**src/rtl/vend.sv**
```systemverilog
// Newspaper vending controller: Moore FSM crediting nickels and dimes
// toward a 15c price, pulsing newspaper for one cycle per sale.
module vend (
  input  logic [1:0] coin,
  input  logic       clock,
  input  logic       reset,
  output logic       newspaper
);

  localparam logic [1:0] S0  = 2'b00;
  localparam logic [1:0] S5  = 2'b01;
  localparam logic [1:0] S10 = 2'b10;
  localparam logic [1:0] S15 = 2'b11;

  localparam logic [1:0] NONE   = 2'b00;
  localparam logic [1:0] NICKEL = 2'b01;
  localparam logic [1:0] DIME   = 2'b10;

  logic [1:0] state;
  logic [1:0] nxt;
  logic       nxt_paper;
  logic       paper_q;

  always_ff @(posedge clock or posedge reset) begin
    if (reset) begin
      state   <= S0;
      paper_q <= 1'b0;
    end else begin
      state   <= nxt;
      paper_q <= nxt_paper;
    end
  end

  // Code 2'b11 falls into the default arms and acts as no coin.
  always_comb begin
    nxt = state;
    unique case (state)
      S0: begin
        if (coin == NICKEL)
          nxt = S5;
        else if (coin == DIME)
          nxt = S10;
      end
      S5: begin
        if (coin == NICKEL)
          nxt = S10;
        else if (coin == DIME)
          nxt = S15;
      end
      S10: begin
        if (coin == NICKEL || coin == DIME)
          nxt = S15;
      end
      S15: nxt = S0;
      default: nxt = S0;
    endcase
  end

  // Flop the decode so the actuator never sees state-bit glitches.
  always_comb begin
    nxt_paper = (nxt == S15);
    newspaper = paper_q;
  end

  logic unused_none;
  assign unused_none = (NONE == coin);

endmodule

```
**config.mk**
```make
export PLATFORM = sky130hd
export DESIGN_NAME = vend
export DESIGN_NICKNAME = d
export VERILOG_FILES = /design/src/rtl/vend.sv
export SDC_FILE = /design/constraint.sdc
export NUM_CORES = 1
export LEC_CHECK = 0
export CAP_MARGIN = 20
export CORE_AREA = 5 5 42 44
export CTS_CLUSTER_SIZE = 16
export DETAILED_ROUTE_END_ITERATION = 10
export DIE_AREA = 0 0 47 49
export HOLD_SLACK_MARGIN = 0.08
export PLACE_DENSITY = 0.34
export SYNTH_ARGS = -nofsm -noshare
export SYNTH_HDL_FRONTEND = slang
export SYNTH_SLANG_ARGS = --single-unit
```
**constraint.sdc**
```tcl
create_clock -name clock -period 1.1 [get_ports clock]
set_clock_uncertainty 0.1 [all_clocks]
set_input_delay 0.22 -clock clock [delete_from_list [all_inputs] [get_ports clock]]
set_output_delay 0.22 -clock clock [all_outputs]
set_load 0.01 [all_outputs]
```
==> results.sh, run 1 <==
export IMPL_core_area_sq_mm=0.00140
export IMPL_p_leak_nw=0.124
export IMPL_pwr_share_seq=0.385
export IMPL_critPathMaxFanout=6
export IMPL_clkPwrFrac=0.341
export IMPL_rrSetupSlack_ns=0.04
export IMPL_powerDensity_mw_per_mm2=2010
export IMPL_cp_start_kind="flop"
export IMPL_yosysWarnings=0
export IMPL_die_width_microns=47
export IMPL_dp_hpwl_microns=288
export IMPL_ys_types=10
export IMPL_power_frac_comb=0.273
export IMPL_syn_area_sq_um=176
export IMPL_io_pins=5
export IMPL_maxSlewViolCount=0
export IMPL_final_min_clock_period_ns=1.06
export IMPL_cts_inserted_buffers=3
export IMPL_synth_area_per_cell_sq_um=10.4
export IMPL_layout_drive_gt1_share=0.423
export IMPL_grt_use_total=0.0423
export IMPL_final_util=0.200
export IMPL_relSlewSlack=0.874
export IMPL_ys_ff_latch=3
export IMPL_placed_area_sq_um=236
export IMPL_topRoutingLayerUsed="met3"
export IMPL_p_sw_w=0.000172
export IMPL_endpoint_kind="flop"
export IMPL_h_tree_depth=1
export IMPL_path_class="reg2reg"
export IMPL_ir_drop_mv=0.328
export IMPL_cts_tree="built"
export IMPL_reg2reg_to="state[0]"
export IMPL_grt_pass1_vias=177
export IMPL_grt_max_degree=7
export IMPL_cap_viol_max_count=0
export IMPL_min_path_type="in2reg"
export IMPL_arrival_ns=1.07
export IMPL_crit_slowest_cell="dfrtp_1"
export IMPL_pre_cts_ws_ns=-0.524
export IMPL_hold_end="state[1]"
export IMPL_min_period_over_period=0.960
export IMPL_p_int_w=0.000392
export IMPL_dieArea_sq_mm=0.00230
export IMPL_yosysTopAreaCell="dfrtp_1"
export IMPL_hold_depth=3
export IMPL_clock_sinks=3
export IMPL_die_h_microns=49
export IMPL_outcome="finished, final reports clean"
export IMPL_clk_pin_slew_ns=0.04
export IMPL_cpPeakStageDelay_ns=0.43
export IMPL_nets=33
export IMPL_grt_antenna_before_repair=0
export IMPL_gp_congestion=0.670
export IMPL_root_buffer="clkbuf_4"
export IMPL_cp_cell_sequence="nor2b_1, o31a_1"
export IMPL_wl_met2_microns=170
export IMPL_max_freq_mhz=947
export IMPL_grt_overflow=0
export IMPL_synth_area_leaders="dfrtp_1 43%, ha_1 14%, nor2b_1 11%"
export IMPL_final_area_sq_um=280
export IMPL_worst_pin_slew_ns=0.189
export IMPL_r2r_start="state[1]"
export IMPL_grt_pass1_wl_microns=634
export IMPL_post_cts_buffers=0
export IMPL_wl_met1_microns=160
export IMPL_setup_ws_ns=0.0440
export IMPL_yosys_area_top_type_share=0.426
export IMPL_rsz0062_at_grt="false"
export IMPL_detail_route_antenna_nets=0
export IMPL_area_growth_pct=58.9
export IMPL_finalHoldViolations=0
export IMPL_hold_start="coin[1]"
export IMPL_wl_per_cell_microns=8.76
export IMPL_dr_pass1_iters=2
export IMPL_rr_worst_depth=2
export IMPL_swShare=0.305
export IMPL_rows=14
export IMPL_io_buffers=4
export IMPL_drtIter0Drc=4
export IMPL_drt_wl_total_microns=368
export IMPL_insertion_delay_ns=0.23
export IMPL_post_drt_via_cell_ratio=3.62
export IMPL_ys_seq_area_frac=0.426
export IMPL_diodes=0
export IMPL_worstPathRequired_ns=1.12
export IMPL_synthCells=17
export IMPL_drc=0
export IMPL_syn_num_nets=23
export IMPL_clk_path_buf_depth=2
export IMPL_finalSetupViolations=0
export IMPL_dr_wl_met3_microns=36
export IMPL_start_util=0.126
export IMPL_vias=152
metrics by stage:
stage               hold WS, ns  TNS, ns  std cells  power [W]
floorplan                -0.126        0         17   0.000315
global placement          0.303    -1.49         37   0.000372
detailed placement        0.300    -1.53         37   0.000376
CTS                       0.403        0         42   0.000574
global route              0.309        0         42   0.000610
finish                    0.284        0         42   0.000564
layout by cell type (no fill, tap or decap):
cell	synthesis	layout
clkbuf_1	0	1
a221o_1	1	1
ha_4	0	1
dfrtp_1	3	3
o31a_1	1	1
nor2b_2	0	1
a31o_2	1	1
inv_2	0	1
clkbuf_2	0	1
clkbuf_4	0	3
dlygate4sd3_1	0	1
clkdlybuf4s50_1	0	1
nor2_2	1	1
o21ai_0	1	1
buf_2	0	1
nor2b_1	3	2
clkdlybuf4s15_1	0	1
ha_2	0	1
nor3b_1	1	1
inv_1	3	2
worst max-delay path by stage:
stage / start / to / slack, ns / depth (start not counted)
floorplan: coin[1] / state[1] / 0.03 / 4
global placement: coin[1] / state[1] / -0.51 / 5
detailed placement: coin[1] / state[1] / -0.52 / 5
CTS: coin[1] / state[1] / 0.006 / 5
global route: state[1] / state[1] / 0.006 / 2
finish: state[1] / state[0] / 0.04 / 2
registers in the layout (all words and copies together) (netlist names):
name and flops:
state 2, newspaper 1
timing repair:
| action | 4_1_cts | 5_1_grt |
|---|---|---|
| setup endpoints to repair | 4 | 1 |
| resized for setup | 10 | 3 |
| hold buffers | 1 | 0 |
| hold endpoints to repair | 3 | 0 |
| pin swaps | 0 | 1 |
logic make-up (layout without fill, tap and decap cells):
group           count (synthesis)  count (layout)  share of synthesized area
compound gates                  4               4                      0.184
simple gates                    5               5                      0.184
fa+ha+maj                       2               2                      0.142
flops                           3               3                      0.426
buf+inv                         3              12                     0.0638
power by group through the flow:
stage	combinational, W	clock, W	sequential [W]
floorplan	0.000106	0	0.000209
global placement	0.000160	0	0.000213
detailed placement	0.000162	0	0.000215
CTS	0.000156	0.000204	0.000214
global route	0.000173	0.000211	0.000225
finish	0.000154	0.000192	0.000217
metal layers:
layer	GRT usage	up-vias
li1	-	75
met4	0.0553	0
met1	0.0375	70
met3	0.0221	0
met5	0	-
met2	0.0566	7
worst max-delay path, delay by kind of cell, from the launching register on:
kind	cells	cell delay, ns
AND/OR/NAND/NOR	1	0.15
flip-flops	1	0.43
AO/OA/AOI/OAI	1	0.26
final cells by class:
class,instances,area (sq um)
fillers,166,1120
well taps,16,20.0
repair buffers,5,40.0
multi-input cells,11,108
flip-flops and latches,3,75.1
inverters,3,11.3
clock buffers,4,26.3
synth_stat cells:
| cell | number |
|---|---|
| a221o_1 | 1 |
| inv_1 | 3 |
| o21ai_0 | 1 |
| a31o_2 | 1 |
| dfrtp_1 | 3 |
| ha_1 | 2 |
| nor2_2 | 1 |
| nor2b_1 | 3 |
| nor3b_1 | 1 |
| o31a_1 | 1 |
Note: power is estimated with default switching activity, not from simulation.
==> run 2, diff against run 1 <==
CAP_MARGIN = not set   (was 20)
==> results of run 2 <==
No change in the layout: final DEF, timing and power equal those of run 1.
==> run 3, diff against run 2 <==
ABC_AREA = 0   (was not set)
ABC_CLOCK_PERIOD_IN_PS = 1100   (was not set)
==> results of run 3 <==
No change in the layout: final DEF, timing and power equal those of run 1.
